==> config.mk <==
export PLATFORM = sky130hd
export DESIGN_NAME = bip_fetch_control
export DESIGN_NICKNAME = d
export VERILOG_FILES = /design/src/rtl/bip_pkg.sv /design/src/rtl/bip_pc_reg.sv /design/src/rtl/bip_fetch_control.sv
export SDC_FILE = /design/constraint.sdc
export NUM_CORES = 1
export LEC_CHECK = 0
export CORE_MARGIN = 2
export CORE_UTILIZATION = 44
export DETAILED_ROUTE_END_ITERATION = 8
export PLACE_DENSITY = 0.75
export SYNTH_ARGS = -nofsm -noshare
export SYNTH_HDL_FRONTEND = slang
export SYNTH_SLANG_ARGS = --single-unit
==> constraint.sdc <==
create_clock -name clk -period 2.36 [get_ports clk]
set_input_delay 0.708 -clock clk [delete_from_list [all_inputs] [get_ports clk]]
set_output_delay 0.708 -clock clk [all_outputs]
set_load 0.05 [all_outputs]
==> src/rtl/bip_pkg.sv <==
// Shared BIP definitions: opcode map, fetch FSM state encoding, instruction field slicing.
// Latency: n/a (types and constants only).
// Backpressure: n/a.
// Macro BIP_FETCH_STEP_EN adds the STEP_WAIT state to the FSM encoding.
package bip_pkg;

  // Opcode field is the top OPC_W bits of every instruction.
  localparam int OPC_W = 5;

  localparam logic [OPC_W-1:0] OP_HLT  = 5'd0;
  localparam logic [OPC_W-1:0] OP_STO  = 5'd1;
  localparam logic [OPC_W-1:0] OP_LD   = 5'd2;
  localparam logic [OPC_W-1:0] OP_LDI  = 5'd3;
  localparam logic [OPC_W-1:0] OP_ADD  = 5'd4;
  localparam logic [OPC_W-1:0] OP_ADDI = 5'd5;
  localparam logic [OPC_W-1:0] OP_SUB  = 5'd6;
  localparam logic [OPC_W-1:0] OP_SUBI = 5'd7;

  typedef enum logic [2:0] {
    ST_IDLE      = 3'd0,
    ST_FETCH     = 3'd1,
    ST_LOAD      = 3'd2,
    ST_EXEC      = 3'd3,
`ifdef BIP_FETCH_STEP_EN
    ST_HALT      = 3'd4,
    ST_STEP_WAIT = 3'd5
`else
    ST_HALT      = 3'd4
`endif
  } state_t;

  // Field slicing for an instruction of width instr_w:
  // opcode = [instr_w-1 -: OPC_W], operand = [opnd_msb(instr_w):0].
  function automatic int opc_msb(input int instr_w);
    return instr_w - 1;
  endfunction

  function automatic int opnd_msb(input int instr_w);
    return instr_w - OPC_W - 1;
  endfunction

endpackage

==> src/rtl/bip_pc_reg.sv <==
// Program counter: clears on reset or clr, increments modulo 2^PC_W on inc, otherwise holds.
// Latency: 1 clock from clr/inc to pc.
// Backpressure: none; clr has priority over inc.
// Ports: clk, rst (sync active-high), clr, inc, pc[PC_W-1:0].
module bip_pc_reg #(
  parameter int PC_W = 11
) (
  input  logic            clk,
  input  logic            rst,
  input  logic            clr,
  input  logic            inc,
  output logic [PC_W-1:0] pc
);

  logic [PC_W-1:0] r_pc;

  // All-ones wraps to zero naturally through the PC_W-bit add.
  always_ff @(posedge clk) begin
    if (rst || clr) begin
      r_pc <= '0;
    end else if (inc) begin
      r_pc <= r_pc + {{(PC_W-1){1'b0}}, 1'b1};
    end
  end

  assign pc = r_pc;

endmodule

==> src/rtl/bip_fetch_control.sv <==
// BIP fetch/sequence stage: PC, synchronous program read, instruction register, start-to-halt cycle counter.
// Latency: 3 clocks per instruction (FETCH, LOAD, EXEC); first exec_valid 3 clocks after start is sampled.
// Backpressure: none; WrPC=0 in EXEC halts until rst. Macro BIP_FETCH_STEP_EN adds step input + STEP_WAIT.
// Ports: clk, rst, start | prog_addr, prog_rd, prog_data | WrPC, opcode, operand, exec_valid |
//        pc, halted, cycle_cnt | step (BIP_FETCH_STEP_EN only).
module bip_fetch_control
  import bip_pkg::*;
#(
  parameter int PC_W    = 11,
  parameter int INSTR_W = 16,
  parameter int CNT_W   = 16
) (
  input  logic                     clk,
  input  logic                     rst,
  input  logic                     start,
  output logic [PC_W-1:0]          prog_addr,
  output logic                     prog_rd,
  input  logic [INSTR_W-1:0]       prog_data,
  input  logic                     WrPC,
  output logic [OPC_W-1:0]         opcode,
  output logic [INSTR_W-OPC_W-1:0] operand,
  output logic                     exec_valid,
  output logic [PC_W-1:0]          pc,
  output logic                     halted,
`ifdef BIP_FETCH_STEP_EN
  output logic [CNT_W-1:0]         cycle_cnt,
  input  logic                     step
`else
  output logic [CNT_W-1:0]         cycle_cnt
`endif
);

  state_t             r_state;
  state_t             w_next_state;
  logic [INSTR_W-1:0] r_ir;
  logic [CNT_W-1:0]   r_cnt;
  logic [PC_W-1:0]    w_pc;

  logic w_prog_rd;
  logic w_exec_valid;
  logic w_halted;
  logic w_pc_clr;
  logic w_pc_inc;
  logic w_ir_ld;
  logic w_cnt_clr;
  logic w_cnt_en;

  always_ff @(posedge clk) begin
    if (rst) begin
      r_state <= ST_IDLE;
    end else begin
      r_state <= w_next_state;
    end
  end

  always_comb begin
    w_next_state = r_state;
    w_prog_rd    = 1'b0;
    w_exec_valid = 1'b0;
    w_halted     = 1'b0;
    w_pc_clr     = 1'b0;
    w_pc_inc     = 1'b0;
    w_ir_ld      = 1'b0;
    w_cnt_clr    = 1'b0;
    w_cnt_en     = 1'b0;
    case (r_state)
      ST_IDLE: begin
        w_pc_clr = 1'b1;
        if (start) begin
          w_cnt_clr    = 1'b1;
          w_next_state = ST_FETCH;
        end
      end
      ST_FETCH: begin
        w_prog_rd    = 1'b1;
        w_cnt_en     = 1'b1;
        w_next_state = ST_LOAD;
      end
      ST_LOAD: begin
        // prog_data is the word addressed during FETCH.
        w_ir_ld      = 1'b1;
        w_cnt_en     = 1'b1;
        w_next_state = ST_EXEC;
      end
      ST_EXEC: begin
        w_exec_valid = 1'b1;
        w_cnt_en     = 1'b1;
        if (WrPC) begin
          w_pc_inc     = 1'b1;
`ifdef BIP_FETCH_STEP_EN
          w_next_state = ST_STEP_WAIT;
`else
          w_next_state = ST_FETCH;
`endif
        end else begin
          w_next_state = ST_HALT;
        end
      end
      ST_HALT: begin
        w_halted = 1'b1;
      end
`ifdef BIP_FETCH_STEP_EN
      ST_STEP_WAIT: begin
        w_cnt_en = 1'b1;
        if (step) begin
          w_next_state = ST_FETCH;
        end
      end
`endif
      default: begin
        w_next_state = ST_IDLE;
      end
    endcase
  end

  bip_pc_reg #(
    .PC_W (PC_W)
  ) u_pc_reg (
    .clk (clk),
    .rst (rst),
    .clr (w_pc_clr),
    .inc (w_pc_inc),
    .pc  (w_pc)
  );

  // IR only changes on the LOAD->EXEC edge, so opcode/operand are stable in every other state.
  always_ff @(posedge clk) begin
    if (rst) begin
      r_ir <= '0;
    end else if (w_ir_ld) begin
      r_ir <= prog_data;
    end
  end

  // Cleared when leaving IDLE, counts active states, saturates at all-ones, frozen otherwise.
  always_ff @(posedge clk) begin
    if (rst || w_cnt_clr) begin
      r_cnt <= '0;
    end else if (w_cnt_en && (r_cnt != {CNT_W{1'b1}})) begin
      r_cnt <= r_cnt + {{(CNT_W-1){1'b0}}, 1'b1};
    end
  end

  assign prog_addr  = w_pc;
  assign pc         = w_pc;
  assign prog_rd    = w_prog_rd;
  assign exec_valid = w_exec_valid;
  assign halted     = w_halted;
  assign cycle_cnt  = r_cnt;
  assign opcode     = r_ir[opc_msb(INSTR_W) -: OPC_W];
  assign operand    = r_ir[opnd_msb(INSTR_W):0];

endmodule

=== Yosys cells after proc, flatten, opt, wreduce, memory -nomap -nowiden ===
Cells that the tools add are included.

* Bitwise logic cells: 1
* Equal/unequal tests: 6
* $add $sub $neg: 2
* Reduce and logical (&&, ||, !) cells: 6
* Multiplexer cells: 13

{| class="wikitable"
|+ Operator list
! kind !! number
|-
| adder 16 x 1 -> 16 bit, second input constant || 1
|-
| inequality test 16 bit, second input constant || 1
|-
| case mux 3 bit (5 select lines) || 1
|-
| adder 11 x 1 -> 11 bit, second input constant || 1
|-
| 2-to-1 mux 1 bit || 10
|-
| == test 3 x 2 -> 1 bit, second input constant || 2
|-
| 2-to-1 mux 3 bit || 2
|-
| == test 3 x 1 -> 1 bit, second input constant || 1
|-
| == test 3 bit, second input constant || 1
|-
| zero test 3 bit || 1
|-
| OR reduction 3 bit || 1
|-
| logical OR 1 bit || 2
|-
| inequality test 2 bit, second input constant || 1
|-
| AND reduction 2 bit || 1
|-
| logical AND 1 bit || 1
|-
| NOT 1 bit || 1
|}

* Input port bits: 20
* Output and inout port bits: 57
* Register bits: 46

=== Depth between registers and ports, before layout ===
Gate-level depths: netlist (run 1).

* Depth after elaboration: 4
* Gate-level depth with buffers: 6
* Gate-level depth less buffers: 5

=== Modules after synthesis ===
Synthesis (run 1) repeated with hierarchy kept, for this count alone.

* Cell total of the unflattened synthesis: 264
* Area, all modules: 2193.4 sq um

{| class="wikitable"
|+ Modules (own cells, without submodules)
! module !! cells each !! instances !! area an instance (sq um)
|-
| bip_fetch_control || 207 || 1 || 1667.8
|-
| bip_pc_reg || 57 || 1 || 525.5
|}

=== Worst setup path after synthesis (run 1) ===
OpenSTA, ideal clock, no wires.

* Kind: register -> output
* Start point: register r_state[1]
* End point: output halted
* Buffers on the path: 1
* Data arrival time: 1.679 ns
* Cell stages (with the launch flop): 3
* Slack: -0.027 ns
* Cells stage by stage: dfxtp_1 > buf_2 > nor3b_1

* Longest elaborated chain between the ends: 2

{| class="wikitable"
|+ RTL lines
! element !! RTL line !! text
|-
| from (decl) || bip_fetch_control.sv:33 || <nowiki>state_t r_state;</nowiki>
|-
| from (signal assigned) || bip_fetch_control.sv:52 || <nowiki>r_state <= w_next_state;</nowiki>
|-
| == test 3 bit || bip_fetch_control.sv:66 || <nowiki>case (r_state)</nowiki>
|-
| 2-to-1 mux 1 bit || bip_fetch_control.sv:66 ||
|-
| to (decl) || bip_fetch_control.sv:24 || <nowiki>output logic halted,</nowiki>
|}

Every way passes these cells.

=== Final worst setup path (run 1) ===
* Start point: register u_pc_reg.r_pc[6], in the netlist u_pc_reg.pc[6]
* End point: output prog_addr[6]

{| class="wikitable"
|+ RTL lines
! element !! RTL line !! text
|-
| from (decl) || bip_pc_reg.sv:15 || <nowiki>logic [PC_W-1:0] r_pc;</nowiki>
|-
| from (signal assigned) || bip_pc_reg.sv:22 || <nowiki>r_pc <= r_pc + {{(PC_W-1){1'b0}}, 1'b1};</nowiki>
|-
| to (decl) || bip_fetch_control.sv:16 || <nowiki>output logic [PC_W-1:0] prog_addr,</nowiki>
|}

No word-level cell between the ends.

==> metrics, run 1 <==
# setup viols final=0; most frequent cell after synthesis=dfxtp_1; Synth area leaders=dfxtp_1 (43%), nand2_1 (7.4%), a21oi_1 (7.3%), buf_4 (3.9%), xnor2_1 (3.7%); Least-Margin Pin Slew=620.3 ps; warnings from Yosys=0; sw power=0.0005289 W; vias=2012; die area=5413 um^2; period utilization=0.9799; die height=73.57 um; gr ovfl total=0; Slowest-stage cell, CP=clkdlybuf4s50_1; Post-Synth XOR/XNOR Area=0.04935; Num CTS Buffers=5; GP Congestion=0.7346; Max Clock Skew=7.822 ps; setup TNS=0 ps; number of global-route vias before repair=1713; synthesized cell area=2130 um^2; part of the Yosys area used for sequential elements=0.4324; Crit. End Element=output port; number of diodes=0; Final ANT Viol Nets=0; internal power=0.001266 W; Clock Sinks=46; EDFF count, synth=0; max cap viols=0; Compound-Gate Fraction of Synth Area=0.1451; Primary FF master, synth=dfxtp_1; Comb pwr share=0.206; Synth area leader=dfxtp_1; RSZ-0062 raised after global routing=no; Vias/cell=5.423; maximum vdd drop=485.7 uV; Ports=77; syn_nets=274; Placed Instance Area=2865 um^2; clock latency on the worst-skew pair=300 ps; post-synth cell types=45; largest net degree at the start of global routing=18; Post-Route WL=4.902 mm; clock-pin slew on the worst setup and hold paths=90 ps; Seq cells post-synth=46; final instance area=2985 um^2; WS Path Type=register to output port; core area=4692 um^2; largest family of logic cells by synthesized area=simple AND/OR/NAND/NOR gates; Initial Util=0.4539; syn_area_per_cell=8.451 um^2; startpoint types=register; Final min period=2312 ps; final hold violations=0; Root Buffer=clkbuf_8; WP data required=1650 ps; gr usage total=0.1805; final net count=338; share of post-route cells with drive strength above 1=0.08202; Max Clk Rate=432.4 MHz; Worst slew margin=0.5819; clock network power share=0.323; crit path max fanout=7; Buf+Inv Stages, Crit Path=1; Initial DRT Pass Iterations=4; Seq pwr share=0.471; Slew Viols, Final=0; critical path's top delay family=buffers and inverters; Post-Synth Simple-Gate Area=0.2767; DRT iter0 DRCs=62; leak pwr=1.030 nW; Net Sw Frac=0.2947; Synth top cells by count=dfxtp_1 (46), nand2_1 (42), a21oi_1 (31); mux cell area share after synthesis=0.004700; Bufs on Longest Clock Path=2; die width=73.57 um; depth of the CTS H-tree=2; CTS tree=built; share of the synthesized area in the top cell type=0.4324; Hold Path Class=register to register; cells after synthesis=252; Pwr per Cell Area=601.3 nW/um^2; Max stage delay on crit path=850 ps; Wirelength per Cell=13.21 um; DRC=0; FILL cells=427; hpwl dp=3.541 mm; WP data arrival=1600 ps; Post-CTS Setup Inserts=0; Adder-Cell Fraction of Synth Area=0.01175; crit path cell chain=clkdlybuf4s50_1; PortBufs=76; status=finished clean; asr flop ratio synth=0; Area growth syn-to-layout=40.19%; initial antenna violation count=0; # rows=25; first-pass GRT wire length=7.672 mm
[logic make-up (layout without fill, tap and decap cells)]
family,after synthesis,after routing
xor gates and xnor gates,12,12
DFF,46,46
and+or+nand+nor,112,112
adders and majority gates,2,2
muxes,1,1
buffers and inverters,28,93
AOI/OAI and AO/OA,51,51
[flip-flops by register name (all words and copies together), names as in the netlist]
register and count:
r_ir 16, cycle_cnt 16, r_state 3, u_pc_reg.pc 11
[layout by cell type (no fill, tap or decap), drive strengths merged, types with 8 or more instances in the layout]
cell type / Yosys / routed
a21oi: 31 / 31
clkdlybuf4s50: 0 / 68
dfxtp: 46 / 46
nand2: 42 / 42
nand4: 10 / 10
nor2: 17 / 17
o31ai: 8 / 8
xnor2: 9 / 9
[stage by stage]
stage          setup WS, ps  utilization  power [W]  hold WS, ps  instances
2_1_floorplan         19.48            -   0.001109        528.1        252
3_3_place_gp          91.93       0.6107   0.001230        441.3        363
3_5_place_dp          80.64       0.6107   0.001236        446.6        363
4_1_cts               33.48       0.6341   0.001809        457.8        371
5_1_grt               2.245       0.6363   0.001870        474.1        371
6_report              47.51       0.6363   0.001795        453.7        371
[power by group through the flow]
stage	sequential (W)	combinational [W]	clock, W
final	0.000846	0.000369	0.000580
after global routing	0.000854	0.000393	0.000622
after CTS	0.000846	0.000372	0.000590
after detailed placement	0.000864	0.000371	0
after global placement	0.000863	0.000367	0
after floorplan	0.000946	0.000163	0
[final cells by class]
cell class                 count  area (um^2)  area share
multi-input combinational    178         1044      0.3495
clock inverter                 2        37.54     0.01257
inverter                       6        22.52    0.007544
sequential                    46        920.9      0.3085
clock buffer                   6        72.57     0.02431
timing repair buffer          79        820.8      0.2749
tap                           54        67.56     0.02263
[final timing paths]
| check | from | to | slack, ps | cells past startpoint |
|---|---|---|---|---|
| max | u_pc_reg.pc[6] | prog_addr[6] | 50 | 1 |
| min | r_ir[0] | r_ir[0] | 450 | 2 |
| max reg2reg | cycle_cnt[0] | cycle_cnt[14] | 400 | 5 |
| min reg2reg | r_ir[0] | r_ir[0] | 450 | 2 |
[what timing repair did]
item	CTS	global route
hold endpoints to repair	0	0
setup endpoints to repair	0	4
resized for setup	0	4
hold buffers	0	0
[tightest hold or removal path: stages, from the launching register on]
cell and delay (ps):
dfxtp_1 310, nand2_1 50, a21oi_1 50
[per-layer routing]
| layer | wire (um) | vias to the layer above | part of all wire | GRT usage |
|---|---|---|---|---|
| li1 | - | 1018 | - | - |
| met1 | 2194 | 944 | 0.45 | 0.2176 |
| met2 | 2456 | 44 | 0.50 | 0.3105 |
| met3 | 192 | 6 | 0.039 | 0.03841 |
| met4 | 59 | 0 | 0.012 | 0.07273 |
| met5 | 0 | - | 0 | 0 |
(Power assumes the default switching activity.)
==> run 2, diff against run 1 <==
--- a/config.mk
+++ b/config.mk
@@ -7,6 +7,7 @@
 export LEC_CHECK = 0
 export CORE_MARGIN = 2
 export CORE_UTILIZATION = 44
+export CTS_CLUSTER_DIAMETER = 120
 export DETAILED_ROUTE_END_ITERATION = 8
 export PLACE_DENSITY = 0.75
 export SYNTH_ARGS = -nofsm -noshare
==> results of run 2 <==
The final DEF is identical to that of run 1; final timing and power are the same.
==> run 3, diff against run 2 <==
--- a/config.mk
+++ b/config.mk
@@ -10,6 +10,7 @@
 export CTS_CLUSTER_DIAMETER = 120
 export DETAILED_ROUTE_END_ITERATION = 8
 export PLACE_DENSITY = 0.75
+export SLEW_MARGIN = 30
 export SYNTH_ARGS = -nofsm -noshare
 export SYNTH_HDL_FRONTEND = slang
 export SYNTH_SLANG_ARGS = --single-unit
==> results of run 3 <==
The final DEF is identical to that of run 1; final timing and power are the same.
